[config.mk]
export PLATFORM = sky130hd
export DESIGN_NAME = stopwatch_ctrl
export DESIGN_NICKNAME = d
export VERILOG_FILES = /design/src/rtl/stopwatch_pkg.sv /design/src/rtl/stopwatch_ctrl_key_debounce.sv /design/src/rtl/stopwatch_ctrl.sv
export SDC_FILE = /design/constraint.sdc
export NUM_CORES = 1
export LEC_CHECK = 0
export ABC_CLOCK_PERIOD_IN_PS = 5200
export BUFFER_PORTS_ARGS = -buffer_cell sky130_fd_sc_hd__buf_2
export CORE_MARGIN = 2
export CORE_UTILIZATION = 35
export CTS_CLUSTER_SIZE = 25
export DETAILED_ROUTE_END_ITERATION = 8
export MAX_ROUTING_LAYER = met4
export PLACE_DENSITY = 0.55
export REMOVE_ABC_BUFFERS = 1
export SLEW_MARGIN = 20
export SYNTH_ARGS = -nofsm -noshare
export SYNTH_HDL_FRONTEND = slang
export SYNTH_SLANG_ARGS = --single-unit
[constraint.sdc]
create_clock -name CLK -period 5.2 [get_ports CLK]
set_input_delay 0.52 -clock CLK [delete_from_list [all_inputs] [get_ports CLK]]
set_output_delay 0.52 -clock CLK [all_outputs]
set_load 0.02 [all_outputs]
[src/rtl/stopwatch_pkg.sv]
// Shared types and default timing constants for the stopwatch controller slice.
package stopwatch_pkg;

    typedef enum logic [1:0] {
        ST_IDLE  = 2'd0,
        ST_RUN   = 2'd1,
        ST_PAUSE = 2'd2,
        ST_LAP   = 2'd3
    } sw_state_t;

    localparam int unsigned DEFAULT_PRESCALE = 100_000_000;
    localparam int unsigned DEFAULT_DEBOUNCE = 1_000_000;

    function automatic logic is_counting(input sw_state_t s);
        return (s == ST_RUN) || (s == ST_LAP);
    endfunction

endpackage

[src/rtl/stopwatch_ctrl_key_debounce.sv]
// One front-panel button: 2-FF synchronizer, stable-level counter, one-cycle press pulse on accepted rise.
module key_debounce
    import stopwatch_pkg::*;
#(
    parameter int unsigned DEBOUNCE = DEFAULT_DEBOUNCE
) (
    input  logic CLK,
    input  logic RST,
    input  logic btn,
    output logic press
);

    localparam int unsigned CW = (DEBOUNCE > 1) ? $clog2(DEBOUNCE) : 1;
    localparam logic [CW-1:0] CNT_LAST = CW'(DEBOUNCE - 1);

    logic          sync1;
    logic          sync2;
    logic          level;
    logic [CW-1:0] cnt;

    // cnt tracks how long the synchronized input has disagreed with the accepted level
    always_ff @(posedge CLK) begin
        if (RST) begin
            sync1 <= 1'b0;
            sync2 <= 1'b0;
            level <= 1'b0;
            cnt   <= '0;
            press <= 1'b0;
        end else begin
            sync1 <= btn;
            sync2 <= sync1;
            press <= 1'b0;
            if (sync2 != level) begin
                if (cnt == CNT_LAST) begin
                    level <= sync2;
                    cnt   <= '0;
                    press <= sync2;
                end else begin
                    cnt <= cnt + 1'b1;
                end
            end else begin
                cnt <= '0;
            end
        end
    end

endmodule

[src/rtl/stopwatch_ctrl.sv]
// Start/pause/lap/clear sequencer and count-tick prescaler for the 00-59 seconds counter.
// Optional auto-stop at 59 is compiled in with `define STOPWATCH_AUTOSTOP_EN.
module stopwatch_ctrl
    import stopwatch_pkg::*;
#(
    parameter int unsigned PRESCALE = DEFAULT_PRESCALE,
    parameter int unsigned DEBOUNCE = DEFAULT_DEBOUNCE
) (
    input  logic       CLK,
    input  logic       RST,
    input  logic       btn_ss,
    input  logic       btn_lap,
    input  logic       btn_clr,
    input  logic       cnt_tc,
    output logic       tick,
    output logic       clr,
    output logic       hold,
    output logic       running,
    output logic [1:0] state,
    output logic       done
);

    localparam int unsigned   PW       = $clog2(PRESCALE);
    localparam logic [PW-1:0] PRE_LAST = PW'(PRESCALE - 1);

    logic          ss_p;
    logic          lap_p;
    logic          clr_p;
    sw_state_t     state_q;
    sw_state_t     state_n;
    logic [PW-1:0] pre_q;
    logic [PW-1:0] pre_n;
    logic          tick_n;
    logic          clr_n;
    logic          wrap;
    logic          auto_stop;

    key_debounce #(.DEBOUNCE(DEBOUNCE)) u_db_ss (
        .CLK  (CLK),
        .RST  (RST),
        .btn  (btn_ss),
        .press(ss_p)
    );

    key_debounce #(.DEBOUNCE(DEBOUNCE)) u_db_lap (
        .CLK  (CLK),
        .RST  (RST),
        .btn  (btn_lap),
        .press(lap_p)
    );

    key_debounce #(.DEBOUNCE(DEBOUNCE)) u_db_clr (
        .CLK  (CLK),
        .RST  (RST),
        .btn  (btn_clr),
        .press(clr_p)
    );

    assign wrap = (pre_q == PRE_LAST);

`ifdef STOPWATCH_AUTOSTOP_EN
    // Set by an auto-stop so the first wrap after resuming ticks the counter through 59->00.
    logic tc_bypass;

    assign auto_stop = wrap && cnt_tc && !tc_bypass;

    always_ff @(posedge CLK) begin
        if (RST) begin
            tc_bypass <= 1'b0;
            done      <= 1'b0;
        end else begin
            done <= !clr_p && is_counting(state_q) && auto_stop;
            if (clr_p) begin
                tc_bypass <= 1'b0;
            end else if (is_counting(state_q) && wrap) begin
                tc_bypass <= auto_stop;
            end
        end
    end
`else
    logic unused_cnt_tc;

    assign unused_cnt_tc = cnt_tc;
    assign auto_stop     = 1'b0;
    assign done          = 1'b0;
`endif

    always_comb begin
        state_n = state_q;
        pre_n   = pre_q;
        tick_n  = 1'b0;
        clr_n   = 1'b0;
        if (clr_p) begin
            state_n = ST_IDLE;
            pre_n   = '0;
            clr_n   = 1'b1;
        end else begin
            unique case (state_q)
                ST_IDLE: begin
                    if (ss_p) begin
                        state_n = ST_RUN;
                        pre_n   = '0;
                    end
                end
                ST_RUN, ST_LAP: begin
                    pre_n = wrap ? '0 : pre_q + 1'b1;
                    if (auto_stop) begin
                        state_n = ST_PAUSE;
                    end else begin
                        tick_n = wrap;
                        if (ss_p) begin
                            state_n = ST_PAUSE;
                        end else if (lap_p) begin
                            state_n = (state_q == ST_RUN) ? ST_LAP : ST_RUN;
                        end
                    end
                end
                ST_PAUSE: begin
                    if (ss_p) begin
                        state_n = ST_RUN;
                    end
                end
                default: ;
            endcase
        end
    end

    always_ff @(posedge CLK) begin
        if (RST) begin
            state_q <= ST_IDLE;
            pre_q   <= '0;
            tick    <= 1'b0;
            clr     <= 1'b0;
            hold    <= 1'b0;
            running <= 1'b0;
        end else begin
            state_q <= state_n;
            pre_q   <= pre_n;
            tick    <= tick_n;
            clr     <= clr_n;
            hold    <= (state_n == ST_LAP);
            running <= is_counting(state_n);
        end
    end

    assign state = state_q;

endmodule
==> results.md, run 1 <==
- Outcome: complete, no violations
- Post-CTS Hold Fix Bufs: 0
- Die X: 119 um
- Crit path time final: 2.59 ns
- Final HPWL DP: 6.14 mm
- Worst-margin pin slew: 0.908 ns
- DP Cell Count: 704
- Peak supply drop: 0.207 mV
- LEAKAGE: 1.68 nW
- FF+latch count, synth: 104
- Fmax: 386 MHz
- H-tree depth: 3
- Total CTS buffers: 9
- Total grt overflow: 0
- Non-Filler Instances: 720
- Max-Cap Viols: 0
- Die H: 119 um
- Avg Inst Size Synth: 8.67 um^2
- Crit-path max cell delay: 0.50 ns
- Largest net degree at the start of global routing: 22
- Unrepaired setup endpoints after global routing: false
- Clock transition at path regs: 0.07 ns
- FF-to-FF setup slack: 2.61 ns
- Startpoint Class: register
- Core Area: 13100 um^2
- WP buf/inv: 1
- Wire length of the first global-routing pass: 15.9 mm
- EDFF count, synth: 0
- Setup tns final: 0 ns
- Routed via count: 3639
- Gate Count Post-Synth: 534
- Final #Nets: 549
- WL final: 8.92 mm
- # diodes: 0
- Final Wtd Congestion: 0.795
- Top FF cell, synth: dfxtp_1
- Wire per inst: 12.4 um
- Post-CTS sizing: 0
- Distinct cells, synth: 48
- Overall Global Routing Usage: 0.139
- Max-slew violation count: 0
- Die Area: 14200 um^2
- Netlist Area Pre-Place: 4630 um^2
- CP Cell Sequence: ha_1 -> or4b_4 -> nor4_4 -> a21oi_2 -> buf_4 -> and3_1 -> a221o_1
- CTS tree: yes
- Slew HR: 0.395
- Area added between synthesis and finish: 10.6%
- WS Path Type: reg2reg
- Cell Rows: 42
- Worst skew pair latency: 0.35 ns
- Async S/R FF share, synth: 0
- Required @ worst endpoint: 5.43 ns
- Via density: 5.05
- Layout fillers: 1330
- # DRC: 0
- Starting density of the core: 0.354
- CTS root buf: clkbuf_16
- CP max FO: 21
- Share of cells above drive strength 1: 0.0680
- CTS Buffer Depth: 2
- CP delay by family, top: simple AND/OR/NAND/NOR gates
- Antenna-violating nets left: 0
- Cell Pwr Density: 295 nW/um^2
- Core Util, Final: 0.392
- Clk sinks: 104
- Max stage delay cell, worst path: or4b_4
- Element type at the critical path end: register
- Fin crit share: 0.498
- Post-CTS setup buffer count: 0
- # setup viols final: 0
- DRT Pass-1 Iters: 4
- Fin Clk Skew: 0.0111 ns
- Initial antenna violation count: 0
- Num ports: 13
- DR iter-0 viols: 197
- Port bufs: 10
- Worst hold path class: in2reg
- Crit path DAT: 2.82 ns
- Sequential area share after synthesis: 0.449
- Number of global-route vias before repair: 3445
- Total number of yosys warnings: 0
- Final Hold Vio Count: 0
==> cells in the mapped netlist, drive strengths merged, types with 2 or more instances <==
| master | instances | area [um^2] |
|---|---|---|
| buf | 7 | 52.5 |
| xnor2 | 30 | 263 |
| nor4b | 6 | 52.6 |
| and3 | 19 | 119 |
| nand4 | 20 | 131 |
| nor2b | 8 | 50.1 |
| nor3 | 12 | 60.1 |
| nor4 | 13 | 109 |
| or2 | 4 | 25.0 |
| nor2 | 90 | 338 |
| mux2i | 8 | 80.1 |
| o21ai | 6 | 30.0 |
| and4 | 8 | 70.1 |
| and2 | 4 | 25.0 |
| ha | 4 | 50.1 |
| a31oi | 15 | 93.8 |
| a21oi | 17 | 88.8 |
| xor2 | 31 | 272 |
| a22oi | 2 | 15.0 |
| nand2b | 4 | 25.0 |
| or3 | 3 | 18.8 |
| inv | 9 | 33.8 |
| clkbuf | 10 | 37.5 |
| nand3 | 42 | 210 |
| dfxtp | 104 | 2080 |
| a221o | 2 | 20.0 |
| nand2 | 42 | 158 |
==> cells in the final DEF, fill, tap and decap left out, types with 2 or more instances in the layout <==
cell type  count
dfxtp_1      104
nor2_1        90
nand2_1       42
nand3_1       42
xor2_1        31
xnor2_1       30
nand4_1       19
and3_1        19
a21oi_1       16
a31oi_1       15
nor3_1        12
nor4_1        10
buf_2         10
inv_1          9
clkbuf_16      9
and4_1         8
mux2i_1        8
nor2b_1        8
nor4b_1        6
o21ai_0        5
nand2b_1       4
and2_1         4
or2_2          4
ha_1           4
or3_1          3
inv_6          3
nor4_2         2
a221o_1        2
a22oi_1        2
==> worst paths after layout <==
path / end / startpoint / depth (start not counted)
hold reg to reg: u_db_clr.cnt[0] / u_db_clr.cnt[0] / 1
setup / recovery: pre_q[22] / pre_q[0] / 7
setup reg to reg: pre_q[22] / pre_q[0] / 7
hold / removal: u_db_lap.sync1 / btn_lap / 2
==> power breakdown <==
part	internal, mW	switching, mW	total (mW)	leakage (nW)
sequential	0.799	0.00180	0.801	0.839
combinational	0.00490	0.0124	0.0173	0.695
clock	0.391	0.303	0.694	0.151
total	1.19	0.317	1.51	1.68
==> layout make-up <==
class	count	area, um^2	share of cell area
clock buffers	11	243	0.0474
clock inverters	5	61.3	0.0120
inverters	9	33.8	0.00659
multi-input cells	404	2430	0.474
flip-flops and latches	104	2080	0.406
well taps	176	220	0.0430
repair buffers	11	57.6	0.0112
==> sequential cells by signal, summed over array words and instances (netlist names), 2 cells and up <==
register and flops:
u_db_ss.cnt 20, pre_q 27, state 2, u_db_clr.cnt 20, u_db_lap.cnt 20
==> layer usage <==
layer	up-vias	global-route usage	part of all wire	wire (um)
met1	1713	0.177	0.50	4470
met3	4	0.0469	0.036	324
li1	1880	-	-	-
met4	0	0.0320	0.0064	57
met5	-	-	0	0
met2	42	0.213	0.46	4070
==> cell families (layout without fill, tap and decap cells) <==
kind of cell,count (synthesis),after routing,synth area share
other,1,1,0.000810
buffers and inverters,26,36,0.0267
AND/OR/NAND/NOR,280,280,0.311
XOR/XNOR,61,61,0.115
multiplexers,8,8,0.0173
flip-flops,104,104,0.449
AO/OA/AOI/OAI,50,50,0.0683
adder cells (fa/ha/maj),4,4,0.0108
==> through the flow <==
step           cell area, um^2  power (mW)  hold slack [ns]  setup WS [ns]
2_1_floorplan             4540       0.829            0.413           2.97
3_3_place_gp              4820       0.836            0.421           2.57
3_5_place_dp              4820       0.837            0.436           2.50
4_1_cts                   5120        1.54            0.359           2.61
5_1_grt                   5120        1.57            0.366           2.45
6_report                  5120        1.51            0.375           2.61
No activity file was read; power rests on OpenSTA's default activity.
==> run 2, diff against run 1 <==
--- a/config.mk
+++ b/config.mk
@@ -5,7 +5,7 @@
 export SDC_FILE = /design/constraint.sdc
 export NUM_CORES = 1
 export LEC_CHECK = 0
-export ABC_CLOCK_PERIOD_IN_PS = 5200
+export ABC_CLOCK_PERIOD_IN_PS = 2570
 export BUFFER_PORTS_ARGS = -buffer_cell sky130_fd_sc_hd__buf_2
 export CORE_MARGIN = 2
 export CORE_UTILIZATION = 35
==> constraint.sdc (replaced) <==
create_clock -name CLK -period 2.57 [get_ports CLK]
set_input_delay 0.257 -clock CLK [delete_from_list [all_inputs] [get_ports CLK]]
set_output_delay 0.257 -clock CLK [all_outputs]
set_load 0.02 [all_outputs]
==> results.md, run 2 (synthesis gave the netlist of run 1 again) <==
- Outcome: complete, no violations
- Num ports: 13
- Wire length on met3: 259 um
- Crit path DAT: 2.52 ns
- Commonest cells after routing, fill and taps aside: dfxtp_1, nor2_1, nand2_1, nand3_1, xor2_1
- CTS Buffer Depth: 2
- Fin crit share: 0.888
- Area added between synthesis and finish: 11.7%
- Crit path time final: 2.28 ns
- Multi-input logic area: 2430 um^2
- Final Hold Vio Count: 0
- Fmax: 438 MHz
- Clk network pwr share: 0.456
- Initial antenna violation count: 0
- Sequential share of power: 0.532
- DRT Pass-1 Iters: 4
- Net Sw Frac: 0.208
- Layout fillers: 1317
- Cell Pwr Density: 589 nW/um^2
- Slew HR: 0.439
- Total grt overflow: 0
- Final Wtd Congestion: 0.779
- Final #Nets: 554
- Combinational power share: 0.012
- Routed via count: 3606
- WS Path Type: reg2reg
- Sw Pwr: 0.633 mW
- Top reg by flops: pre_q
- Post-CTS sizing: 0
- Peak supply drop: 0.539 mV
- Largest register FFs: 27
- WL final: 8.73 mm
- Max-slew violation count: 0
- H-tree depth: 3
- Element type at the critical path end: register
- Core Util, Final: 0.395
- Clock transition at path regs: 0.07 ns
- Worst-margin pin slew: 0.842 ns
- Cell Rows: 42
- Post-CTS Hold Fix Bufs: 0
- LEAKAGE: 1.70 nW
- Starting density of the core: 0.354
- Post-CTS setup buffer count: 0
- Wire per inst: 12.1 um
- Startpoint Class: register
- Worst hold path class: in2reg
- Overall Global Routing Usage: 0.136
- Highest routed layer: met4
- Worst skew pair latency: 0.35 ns
- DRT met1 WL: 4.23 mm
- Clk sinks: 104
- Max-Cap Viols: 0
- Final HPWL DP: 6.01 mm
- Largest net degree at the start of global routing: 22
- DR WL met2: 4.16 mm
- Commonest non-fill, non-tap cell in the layout: dfxtp_1
- Number of global-route vias before repair: 3442
- Unrepaired setup endpoints after global routing: false
- Die Area: 14200 um^2
- Fin Clk Skew: 0.00502 ns
- Wire length of the first global-routing pass: 15.5 mm
- Die X: 119 um
- Port bufs: 10
- CTS root buf: clkbuf_16
- # DRC: 0
- Required @ worst endpoint: 2.81 ns
- CTS tree: yes
- Antenna-violating nets left: 0
- Setup tns final: 0 ns
- # setup viols final: 0
- DR iter-0 viols: 157
- CP max FO: 20
- Share of cells above drive strength 1: 0.0766
- Register area: 2080 um^2
- Internal power: 2.41 mW
- # diodes: 0
- Via density: 4.98
- Total CTS buffers: 9
- Die H: 119 um
- Core Area: 13100 um^2
[run 2: path summary, 6_finish.rpt]
check / slack [ns] / endpoint / start / cells past startpoint
setup / recovery: 0.29 / pre_q[22] / pre_q[0] / 6
hold / removal: 0.12 / u_db_lap.sync1 / btn_lap / 2
setup reg to reg: 0.29 / pre_q[22] / pre_q[0] / 6
hold reg to reg: 0.44 / u_db_lap.sync2 / u_db_lap.sync1 / 1
[run 2: per-layer routing]
layer | track usage | vias up
met5 | - | -
met4 | 0.0342 | 0
met3 | 0.0431 | 5
met2 | 0.224 | 31
met1 | 0.161 | 1683
li1 | - | 1887
[run 2: worst max-delay path, stage by stage (launching register included)]
cell	delay [ns]
dfxtp_1	0.40
ha_1	0.27
or4b_4	0.50
nor4_4	0.22
a21oi_2	0.28
and3_1	0.25
a221o_1	0.25
[run 2: power by group through the flow]
stage	clock, mW	combinational [mW]	sequential, mW
finish	1.39	0.0375	1.62
global route	1.50	0.0429	1.62
CTS	1.45	0.0385	1.62
detailed placement	0	0.0386	1.66
global placement	0	0.0374	1.66
floorplan	0	0.0215	1.66
[run 2: final cells by class]
cell class / instances / share of cell area
multi-input cells: 404 / 0.469
flip-flops and latches: 104 / 0.403
clock buffers: 10 / 0.0462
well taps: 176 / 0.0426
repair buffers: 16 / 0.0208
clock inverters: 5 / 0.0123
inverters: 9 / 0.00653
[run 2: metrics by stage]
| step | total power, mW | hold WS [ns] | cells | setup WS [ns] | cell area, um^2 |
|---|---|---|---|---|---|
| final | 3.05 | 0.118 | 724 | 0.287 | 5170 |
| after global routing | 3.17 | 0.105 | 724 | 0.137 | 5170 |
| after CTS | 3.10 | 0.0958 | 724 | 0.285 | 5170 |
| after detailed placement | 1.70 | 0.431 | 709 | 0.274 | 4870 |
| after global placement | 1.69 | 0.421 | 709 | 0.326 | 4870 |
| after floorplan | 1.68 | 0.329 | 517 | 0.341 | 4540 |
